$ cat src/rtl/mem_arbiter_pkg.sv
// mem_arbiter_pkg: shared constants, size/state encodings and helpers for
// the byte-serialising RAM arbiter.
package mem_arbiter_pkg;

    localparam logic        RstEnable   = 1'b1;
    localparam int          InstAddrBus = 32;
    localparam int          InstBus     = 32;
    localparam logic [31:0] ZeroWord    = 32'h0000_0000;

    localparam logic [1:0]  SizeByte    = 2'b00;
    localparam logic [1:0]  SizeHalf    = 2'b01;
    localparam logic [1:0]  SizeWord    = 2'b10;

    typedef enum logic [2:0] {
        ST_IDLE   = 3'd0,
        ST_IF_RD  = 3'd1,
        ST_MEM_RD = 3'd2,
        ST_MEM_WR = 3'd3,
        ST_DONE   = 3'd4
    } arb_state_t;

    typedef enum logic {
        OWN_IF  = 1'b0,
        OWN_MEM = 1'b1
    } arb_owner_t;

    // Number of byte accesses for a MEM transaction; 2'b11 behaves as a word.
    function automatic logic [2:0] byte_count(input logic [1:0] size);
        logic [2:0] n;
        case (size)
            SizeByte: n = 3'd1;
            SizeHalf: n = 3'd2;
            SizeWord: n = 3'd4;
            default:  n = 3'd4;
        endcase
        return n;
    endfunction

endpackage

$ cat src/rtl/mem_fetch_buf.sv
// mem_fetch_buf: one-entry instruction buffer {valid, addr, inst} with hit
// compare. Only built when FETCH_BUF_EN is defined; otherwise this file is
// empty and the arbiter ties the hit off.
`ifdef FETCH_BUF_EN
module mem_fetch_buf
    import mem_arbiter_pkg::*;
(
    input  logic        i_clk,
    input  logic        i_rst,
    input  logic        i_fill,
    input  logic [31:0] i_fill_addr,
    input  logic [31:0] i_fill_inst,
    input  logic        i_clear,
    input  logic [31:0] i_lookup_addr,
    output logic        o_hit,
    output logic [31:0] o_inst
);

    logic        r_valid;
    logic [31:0] r_addr;
    logic [31:0] r_inst;

    // Clear wins over fill so a store or flush can never leave stale code behind.
    always_ff @(posedge i_clk) begin
        if (i_rst == RstEnable) begin
            r_valid <= 1'b0;
            r_addr  <= ZeroWord;
            r_inst  <= ZeroWord;
        end else if (i_clear) begin
            r_valid <= 1'b0;
        end else if (i_fill) begin
            r_valid <= 1'b1;
            r_addr  <= i_fill_addr;
            r_inst  <= i_fill_inst;
        end
    end

    assign o_hit  = r_valid && (r_addr == i_lookup_addr);
    assign o_inst = r_inst;

endmodule
`endif

$ cat src/rtl/mem_arbiter.sv
// mem_arbiter: shares one byte-wide RAM port between instruction fetch and
// the MEM stage, serialising 8/16/32-bit accesses into bytes and assembling
// read data little-endian. Optional one-entry fetch buffer under the macro
// FETCH_BUF_EN (instantiates mem_fetch_buf).
//
// state   | meaning
// IDLE    | waiting; MEM request wins over IF, IF grant blocked by flush
// IF_RD   | issuing the 4 fetch addresses and capturing bytes one cycle later
// MEM_RD  | issuing 1/2/4 load addresses and capturing bytes one cycle later
// MEM_WR  | writing 1/2/4 store bytes, one per cycle
// DONE    | owner's done pulse is visible; requests ignored; back to IDLE
module mem_arbiter
    import mem_arbiter_pkg::*;
(
    input  logic                   i_clk,
    input  logic                   i_rst,
    input  logic                   i_if_req,
    input  logic [InstAddrBus-1:0] i_if_addr,
    output logic                   o_if_done,
    output logic [InstBus-1:0]     o_if_inst,
    input  logic                   i_mem_req,
    input  logic                   i_mem_we,
    input  logic [1:0]             i_mem_size,
    input  logic [31:0]            i_mem_addr,
    input  logic [31:0]            i_mem_wdata,
    output logic                   o_mem_done,
    output logic [31:0]            o_mem_rdata,
    input  logic                   i_flush,
    output logic                   o_busy,
    output logic [31:0]            o_ram_addr,
    output logic                   o_ram_wr,
    output logic [7:0]             o_ram_dout,
    input  logic [7:0]             i_ram_din
);

    arb_state_t  r_state;
    arb_owner_t  r_owner;
    logic [31:0] r_base;
    logic [31:0] r_wdata;
    logic [31:0] r_data;
    logic [2:0]  r_n;
    logic [2:0]  r_cnt;

    logic        r_if_done;
    logic [31:0] r_if_inst;
    logic        r_mem_done;
    logic [31:0] r_mem_rdata;
    logic        r_busy;
    logic [31:0] r_ram_addr;
    logic        r_ram_wr;
    logic [7:0]  r_ram_dout;

    logic [2:0]  w_cnt_nx;
    logic [31:0] w_capture;
    logic [7:0]  w_wbyte_nx;
    logic        w_if_complete;
    logic        w_buf_hit;
    logic [31:0] w_buf_inst;

    assign w_cnt_nx      = r_cnt + 3'd1;
    assign w_if_complete = (r_state == ST_IF_RD) && (r_cnt == r_n) && !i_flush;

    // In read states cnt runs one ahead of the byte arriving on ram_din.
    always_comb begin
        w_capture = r_data;
        case (r_cnt)
            3'd1:    w_capture[7:0]   = i_ram_din;
            3'd2:    w_capture[15:8]  = i_ram_din;
            3'd3:    w_capture[23:16] = i_ram_din;
            3'd4:    w_capture[31:24] = i_ram_din;
            default: w_capture = r_data;
        endcase
    end

    // Store byte for the next write cycle.
    always_comb begin
        w_wbyte_nx = r_wdata[7:0];
        case (w_cnt_nx[1:0])
            2'd1:    w_wbyte_nx = r_wdata[15:8];
            2'd2:    w_wbyte_nx = r_wdata[23:16];
            2'd3:    w_wbyte_nx = r_wdata[31:24];
            default: w_wbyte_nx = r_wdata[7:0];
        endcase
    end

`ifdef FETCH_BUF_EN
    mem_fetch_buf u_fetch_buf (
        .i_clk         (i_clk),
        .i_rst         (i_rst),
        .i_fill        (w_if_complete),
        .i_fill_addr   (r_base),
        .i_fill_inst   (w_capture),
        .i_clear       (i_flush | r_ram_wr),
        .i_lookup_addr (i_if_addr),
        .o_hit         (w_buf_hit),
        .o_inst        (w_buf_inst)
    );
`else
    assign w_buf_hit  = 1'b0;
    assign w_buf_inst = ZeroWord;
`endif

    // Arbitration FSM; every output is registered from the next-state decision.
    always_ff @(posedge i_clk) begin
        if (i_rst == RstEnable) begin
            r_state     <= ST_IDLE;
            r_owner     <= OWN_IF;
            r_base      <= ZeroWord;
            r_wdata     <= ZeroWord;
            r_data      <= ZeroWord;
            r_n         <= 3'd0;
            r_cnt       <= 3'd0;
            r_if_done   <= 1'b0;
            r_if_inst   <= ZeroWord;
            r_mem_done  <= 1'b0;
            r_mem_rdata <= ZeroWord;
            r_busy      <= 1'b0;
            r_ram_addr  <= ZeroWord;
            r_ram_wr    <= 1'b0;
            r_ram_dout  <= 8'h00;
        end else begin
            r_if_done  <= 1'b0;
            r_mem_done <= 1'b0;
            case (r_state)
                ST_IDLE: begin
                    if (i_mem_req) begin
                        r_owner    <= OWN_MEM;
                        r_base     <= i_mem_addr;
                        r_wdata    <= i_mem_wdata;
                        r_n        <= byte_count(i_mem_size);
                        r_cnt      <= 3'd0;
                        r_data     <= ZeroWord;
                        r_ram_addr <= i_mem_addr;
                        r_busy     <= 1'b1;
                        if (i_mem_we) begin
                            r_state    <= ST_MEM_WR;
                            r_ram_wr   <= 1'b1;
                            r_ram_dout <= i_mem_wdata[7:0];
                        end else begin
                            r_state <= ST_MEM_RD;
                        end
                    end else if (i_if_req && !i_flush) begin
                        r_owner <= OWN_IF;
                        r_base  <= i_if_addr;
                        r_n     <= 3'd4;
                        r_cnt   <= 3'd0;
                        r_data  <= ZeroWord;
                        r_busy  <= 1'b1;
                        if (w_buf_hit) begin
                            // Buffered instruction: complete without touching the RAM.
                            r_state   <= ST_DONE;
                            r_if_done <= 1'b1;
                            r_if_inst <= w_buf_inst;
                        end else begin
                            r_state    <= ST_IF_RD;
                            r_ram_addr <= i_if_addr;
                        end
                    end
                end
                ST_IF_RD, ST_MEM_RD: begin
                    if ((r_state == ST_IF_RD) && i_flush) begin
                        r_state <= ST_IDLE;
                        r_busy  <= 1'b0;
                    end else begin
                        r_data <= w_capture;
                        r_cnt  <= w_cnt_nx;
                        if (w_cnt_nx < r_n) begin
                            r_ram_addr <= r_base + {29'd0, w_cnt_nx};
                        end
                        if (r_cnt == r_n) begin
                            r_state <= ST_DONE;
                            if (r_owner == OWN_IF) begin
                                r_if_done <= 1'b1;
                                r_if_inst <= w_capture;
                            end else begin
                                r_mem_done  <= 1'b1;
                                r_mem_rdata <= w_capture;
                            end
                        end
                    end
                end
                ST_MEM_WR: begin
                    r_cnt <= w_cnt_nx;
                    if (w_cnt_nx == r_n) begin
                        r_state    <= ST_DONE;
                        r_ram_wr   <= 1'b0;
                        r_mem_done <= 1'b1;
                    end else begin
                        r_ram_addr <= r_base + {29'd0, w_cnt_nx};
                        r_ram_dout <= w_wbyte_nx;
                    end
                end
                ST_DONE: begin
                    r_state <= ST_IDLE;
                    r_busy  <= 1'b0;
                end
                default: begin
                    r_state  <= ST_IDLE;
                    r_busy   <= 1'b0;
                    r_ram_wr <= 1'b0;
                end
            endcase
        end
    end

    assign o_if_done   = r_if_done;
    assign o_if_inst   = r_if_inst;
    assign o_mem_done  = r_mem_done;
    assign o_mem_rdata = r_mem_rdata;
    assign o_busy      = r_busy;
    assign o_ram_addr  = r_ram_addr;
    assign o_ram_wr    = r_ram_wr;
    assign o_ram_dout  = r_ram_dout;

endmodule

$ cat config.mk
export PLATFORM = sky130hd
export DESIGN_NAME = mem_arbiter
export DESIGN_NICKNAME = d
export VERILOG_FILES = /design/src/rtl/mem_arbiter_pkg.sv /design/src/rtl/mem_fetch_buf.sv /design/src/rtl/mem_arbiter.sv
export SDC_FILE = /design/constraint.sdc
export NUM_CORES = 1
export LEC_CHECK = 0
export BUFFER_PORTS_ARGS = -buffer_cell sky130_fd_sc_hd__buf_4
export CORE_MARGIN = 4
export CORE_UTILIZATION = 35
export CTS_BUF_LIST = sky130_fd_sc_hd__clkbuf_4
export CTS_CLUSTER_DIAMETER = 40
export DETAILED_ROUTE_END_ITERATION = 12
export SYNTH_ARGS = -nofsm -noshare
export SYNTH_HDL_FRONTEND = slang
export SYNTH_SLANG_ARGS = --single-unit
export TNS_END_PERCENT = 5
$ cat constraint.sdc
create_clock -name i_clk -period 2.5 [get_ports i_clk]
set_input_delay 0.125 -clock i_clk [delete_from_list [all_inputs] [get_ports i_clk]]
set_output_delay 0.125 -clock i_clk [all_outputs]
set_load 0.005 [all_outputs]
==> results of run 1 <==
## cells in the mapped netlist, types with 2 or more instances
cell type | n | area, um2
a32oi_1 | 24 | 210
o21ai_0 | 6 | 30.0
nand3_1 | 11 | 55.1
o21ai_1 | 4 | 20.0
buf_6 | 9 | 101
buf_4 | 7 | 52.6
nor4_1 | 8 | 50.1
o211ai_1 | 25 | 188
and2_1 | 3 | 18.8
a31oi_1 | 3 | 18.8
a32o_1 | 5 | 50.1
nor3_1 | 14 | 70.1
and4_1 | 3 | 26.3
nor2_1 | 174 | 653
nor2_4 | 2 | 22.5
a211oi_1 | 78 | 586
buf_2 | 21 | 105
nor2b_1 | 6 | 37.5
xor2_1 | 21 | 184
xnor2_1 | 10 | 87.6
a22oi_1 | 9 | 67.6
clkbuf_1 | 49 | 184
mux2i_1 | 64 | 641
nand4_1 | 7 | 43.8
inv_1 | 19 | 71.3
a21oi_1 | 88 | 440
buf_1 | 11 | 41.3
dfxtp_1 | 214 | 4280
ha_1 | 11 | 138
nand2_1 | 143 | 537
a222oi_1 | 8 | 80.1
a211oi_2 | 28 | 350
a211o_1 | 2 | 17.5
a21o_1 | 2 | 15.0
## per-stage QoR
stage / setup slack, ns / util, % / total power, mW
6_report: 0.0727 / 52.4 / 14.2
5_1_grt: -0.0569 / 52.4 / 15.3
4_1_cts: -0.0233 / 51.6 / 14.2
3_5_place_dp: -0.0552 / 43.4 / 10.6
3_3_place_gp: -0.0266 / 43.4 / 10.5
2_1_floorplan: -0.00166 / - / 8.42
## cell type report
cell class / count / area [um2]
Antenna cell: 1 / 2.50
Clock inverter: 23 / 168
Multi-Input combinational cell: 781 / 5070
Fill cell: 2508 / 12900
Inverter: 19 / 73.8
Tap cell: 372 / 465
Clock buffer: 81 / 608
Sequential cell: 214 / 4290
Timing Repair Buffer: 406 / 3530
## registers in the layout, indices dropped and copies added, names as in the netlist
name         count
o_if_inst       32
o_mem_rdata     32
o_ram_addr      32
r_base          32
r_data          32
r_wdata         32
o_ram_dout       8
r_cnt            3
r_n              3
r_state          3
o_busy           1
o_if_done        1
o_mem_done       1
o_ram_wr         1
r_owner          1
## power groups by stage
stage	registers (mW)	clock network [mW]	logic [mW]
finish	4.90	3.27	6.01
detailed placement	4.95	0	5.64
CTS	4.88	3.38	5.94
global placement	4.93	0	5.59
floorplan	4.84	0	3.58
global route	5.03	3.58	6.70
## critical path, stage by stage, from the launching register on
cell and delay [ns]:
dfxtp_4 0.36, ha_4 0.17, ha_4 0.27, inv_4 0.04
ha_4 0.25, buf_6 0.10, nand3_4 0.07, buf_4 0.14
nand2_2 0.12, nor4bb_2 0.35, xnor2_1 0.17, nand2_1 0.08
a32o_1 0.23
## logic make-up (layout without fill, tap and decap cells)
family / count (synthesis) / in the layout / share of synthesized area (%)
buffers and inverters: 117 / 529 / 5.78
AOI/OAI and AO/OA: 291 / 291 / 22.4
other: 0 / 1 / 0
and+or+nand+nor: 383 / 383 / 16.7
muxes: 64 / 64 / 6.60
adders and majority gates: 12 / 12 / 1.63
DFF: 214 / 214 / 44.2
xor gates and xnor gates: 31 / 31 / 2.80
## repair_timing
item	CTS	global route
buffers inserted	0	5
gates cloned	0	1
gates resized for setup	6	29
setup endpoints to repair	6	37
endpoints found under the hold margin	199	0
pin swaps	0	11
hold buffers	139	0
## final timing paths
path,startpoint,endpoint,slack (ns),cells past startpoint
max,r_cnt[1],o_ram_addr[29],0.07,12
min,i_mem_addr[5],o_ram_addr[5],0.10,4
max reg2reg,r_cnt[1],o_ram_addr[29],0.07,12
min reg2reg,o_ram_addr[16],o_ram_addr[16],0.45,2
## per-layer routing
metal,global-route usage (%),vias to the layer above,wire length [um]
li1,-,4723,-
met1,24.6,4412,13100
met2,31.4,290,14300
met3,5.35,56,2160
met4,6.10,4,656
met5,0,-,27
==> out/metrics.csv, run 1 <==
stage;metric;value;unit
power;Sw Share;38.0;%
logic_synthesis;cells after synthesis;1112;
power;sequential power share;34.6;%
sta;post-route setup TNS;0;ns
setup_path;CP Max Fanout;4;
power;leak pwr;5.82;nW
die;# IOs;220;
sta;Relative slew margins;38.0;%
power;Power Internal;8.80;mW
setup_path;crit start category;flip-flop;
sta;Slew Viols, Final;0;
die;Die Ht;174;um
die;total die area;30400;um2
placed_design;Post-DP HPWL;19200;um
finish;non-filler cells in the finished layout;1897;
placed_design;dpl cells;1647;
logic_synthesis;predominant post-synthesis flop cell;dfxtp_1;
drt;vias per inst;5.00;
setup_path;required time worst endpoint;3.07;ns
logic_synthesis;mapped cell area;9700;um2
grt;total gr overflow;0;
sta;worst-margin pin slew;0.929;ns
cts;CTS Root Cell;clkbuf_4;
drt;vias post-DR;9485;
power;VDD IR max;515;uV
placed_design;port bufs;219;
cts;Max clock buf depth;3;
power;Net Switching;5.39;mW
placed_design;placed cell areas;11800;um2
logic_synthesis;Post-synth EDFFs;0;
grt;largest net degree at the start of global routing;87;
power;combinational fraction of design power;42.4;%
grt;All-Layer GR Usage;19.2;%
run_status;status;completed;
finish;area growth from synthesis to layout;46.5;%
sta;Final Hold Fails;0;
die;Die W;174;um
min_path;Hold Crit Class;primary input to flip-flop;
logic_synthesis;library cells used by synthesis;57;
grt;global-route wire length before repair;49400;um
sta;Final period util;97.1;%
cts;Clock Latency Late Sink;0.68;ns
setup_path;crit path DAT;3.00;ns
sta;Period minus WS final;2.43;ns
placed_design;Routability Congestion;0.772;
setup_path;Worst setup EP type;flip-flop;
drt;drt initial violations;623;
finish;Final nets;1605;
cts;CTS clk-pin slew, worst paths;0.06;ns
die;# rows;60;
cts;clock sinks;214;
drt;Final ANT Viol Nets;0;
logic_synthesis;syn nets;1236;
logic_synthesis;post-synthesis sequential area ratio;44.2;%
logic_synthesis;ys async rst share;0;%
drt;drt pass-1 iters;5;
sta;max frequency;412;MHz
power;clock share of power;23.0;%
setup_path;CP Class;flip-flop to flip-flop;
grt;number of global-route vias before repair;9544;
logic_synthesis;Post-Syn Area per Cell;8.72;um2
drt;DRT Wirelength;30300;um
cts;CTS tree;done;
finish;design area;14200;um2
cts;CTS H-tree depth;2;
finish;most common cell after layout, fill and taps aside;buf_4;
sta;RSZ-0062 raised after global routing;yes;
power;PD cells;998;nW/um2
sta;Clock Skew;0.0381;ns
finish;layout cells sized above 1;27.7;%
finish;commonest non-fill, non-tap cells in the layout;buf_4, dfxtp_1, nor2_1;
grt;initial antenna violation count;3;
drt;wire per inst;16.0;um
flow_run;max_cap viols;0;
drt;DRC viols;0;
logic_synthesis;synth warn;0;
die;Initial Util;35.8;%
sta;final setup fails;0;
logic_synthesis;count of state elements after synthesis;214;
cts;Num CTS Buffers;59;
sta;hold slack;0.102;ns
die;core area;27100;um2
(Power assumes the default switching activity.)
==> run 2: changes to the inputs <==
clock period = 2.8 ns   (was 2.5 ns; I/O delays follow)
==> run 2 against run 1 <==
Compared with the run above:
- flip-flop and latch count is the same
- clock skew rose by 0.0035 ns
- count of clock-buffer cells in the layout up 2
- worst hold slack improved by 0.024 ns
- critical path depth down 1
- cell area decreased by 5.4%
- non-clock buffer count down 50
- fmax fell by 11%
- register-to-register slack about the same
- critical endpoint is now o_ram_addr[28]
==> out/metrics.csv, run 2 (synthesized netlist as in run 1, its figures left out) <==
stage;metric;value;unit;change
run_status;status;completed;;unchanged
drt;Final ANT Viol Nets;0;;unchanged
sta;Relative slew margins;25.6;%;was 38.0%
die;Die Ht;174;um;unchanged
finish;Final nets;1556;;was 1605
die;Initial Util;35.8;%;unchanged
setup_path;crit start category;flip-flop;;unchanged
grt;total gr overflow;0;;unchanged
cts;CTS tree;done;;unchanged
finish;layout cells sized above 1;25.6;%;was 27.7%
power;Tot Pwr;12.0;mW;was 14.2 mW
power;combinational fraction of design power;41.0;%;was 42.4%
cts;CTS H-tree depth;2;;unchanged
cts;clock sinks;214;;unchanged
drt;drt initial violations;627;;was 623
drt;vias per inst;5.02;;was 5.00
finish;most common cell after layout, fill and taps aside;buf_4;;unchanged
placed_design;dpl cells;1630;;was 1647
cts;Max clock buf depth;3;;unchanged
die;# rows;60;;unchanged
sta;final setup fails;0;;unchanged
drt;DRC viols;0;;unchanged
drt;wire per inst;16.0;um;about the same
finish;commonest non-fill, non-tap cells in the layout;buf_4, dfxtp_1, nor2_1;;unchanged
setup_path;CP Class;flip-flop to flip-flop;;unchanged
sta;max frequency;368;MHz;was 412 MHz
setup_path;crit path DAT;3.28;ns;was 3.00 ns
flow_run;max_cap viols;0;;unchanged
power;leak pwr;5.42;nW;was 5.82 nW
power;Power Internal;7.37;mW;was 8.80 mW
drt;drt pass-1 iters;5;;unchanged
power;sequential power share;36.4;%;was 34.6%
grt;initial antenna violation count;2;;was 3
grt;number of global-route vias before repair;9143;;was 9544
grt;largest net degree at the start of global routing;84;;was 87
grt;All-Layer GR Usage;18.8;%;was 19.2%
setup_path;Worst setup EP type;flip-flop;;unchanged
setup_path;CP Max Fanout;13;;was 4
sta;RSZ-0062 raised after global routing;yes;;unchanged
sta;worst-margin pin slew;1.11;ns;was 0.929 ns
sta;Final period util;97.0;%;was 97.1%
cts;Num CTS Buffers;60;;was 59
cts;Clock Latency Late Sink;0.69;ns;was 0.68 ns
drt;vias post-DR;9227;;was 9485
cts;CTS clk-pin slew, worst paths;0.06;ns;about the same
cts;CTS Root Cell;clkbuf_4;;unchanged
min_path;Hold Crit Class;primary input to flip-flop;;unchanged
setup_path;required time worst endpoint;3.37;ns;was 3.07 ns
finish;design area;13400;um2;was 14200 um2
die;total die area;30400;um2;unchanged
power;PD cells;895;nW/um2;was 998 nW/um2
die;Die W;174;um;unchanged
grt;global-route wire length before repair;48300;um;was 49400 um
finish;non-filler cells in the finished layout;1839;;was 1897
placed_design;Post-DP HPWL;19200;um;about the same
die;# IOs;220;;unchanged
power;Sw Share;38.7;%;was 38.0%
power;Net Switching;4.66;mW;was 5.39 mW
sta;Slew Viols, Final;0;;unchanged
sta;Period minus WS final;2.72;ns;was 2.43 ns
placed_design;placed cell areas;11600;um2;was 11800 um2
sta;hold slack;0.126;ns;was 0.102 ns
placed_design;Routability Congestion;0.780;;was 0.772
die;core area;27100;um2;unchanged
finish;final core occ;49.6;%;was 52.4%
power;VDD IR max;433;uV;was 515 uV
sta;Final Hold Fails;0;;unchanged
drt;DRT Wirelength;29300;um;was 30300 um
power;clock share of power;22.6;%;was 23.0%
sta;Clock Skew;0.0415;ns;was 0.0381 ns
placed_design;port bufs;219;;unchanged
finish;area growth from synthesis to layout;38.6;%;was 46.5%
[run 2: cell types whose count changed in the layout (fill, tap and decap cells not counted), sizes merged, moves of 2 or more]
cell / before / now
buf: 266 / 244
clkinv: 20 / 10
bufinv: 3 / 1
dlygate4sd3: 139 / 112
[run 2: per-layer routing]
metal / wire, um / share of wire, % / track usage, %
met5: 13 / 0.044 / 0
met2: 13500 / 46 / 30.2
met3: 2030 / 6.9 / 4.96
met1: 13300 / 45 / 25.0
met4: 490 / 1.7 / 5.08
[run 2: area by class of cell]
type	instances	area (um2)
fill	2598	13700
multi-input combinational	781	4900
sequential	214	4280
timing repair buffer	356	3010
clock buffer	83	623
tap	372	465
clock inverter	13	85.1
inverter	19	71.3
antenna	1	2.50
[run 2: timing repair]
action,CTS,global route
hold buffers,112,0
gates resized for setup,0,2
setup buffers,0,0
setup endpoints to repair,0,5
hold endpoints to repair,192,0
[run 2: per-stage QoR]
| stage | worst slack (ns) | TNS [ns] |
|---|---|---|
| after floorplan | 0.298 | 0 |
| after global placement | 0.161 | 0 |
| after detailed placement | 0.0935 | 0 |
| after CTS | 0.0556 | 0 |
| after global routing | -0.0632 | -0.177 |
| final | 0.0849 | 0 |
[run 2: path summary, 6_finish.rpt]
kind / start / end / slack, ns / depth (start not counted)
worst min register to register: o_ram_addr[9] / o_ram_addr[9] / 0.45 / 2
worst max-delay path: r_cnt[1] / o_ram_addr[28] / 0.08 / 11
worst min-delay path: i_mem_addr[5] / o_ram_addr[5] / 0.13 / 4
worst max register to register: r_cnt[1] / o_ram_addr[28] / 0.08 / 11
[run 2: critical path, cell delays in order (launching register included)]
cell and delay [ns]:
dfxtp_1 0.40, inv_1 0.10, ha_1 0.33, inv_1 0.09
fa_1 0.43, nor2b_1 0.16, o21bai_1 0.08, buf_4 0.20
nor4b_1 0.35, xnor2_1 0.17, nand2_1 0.07, a32o_1 0.25
[run 2: power groups by stage]
stage               combinational [mW]  sequential (mW)  clock, mW
floorplan                         3.20             4.32          0
global placement                  4.76             4.42          0
detailed placement                4.82             4.43          0
CTS                               4.98             4.37       2.84
global route                      5.56             4.48       3.00
finish                            4.93             4.37       2.72
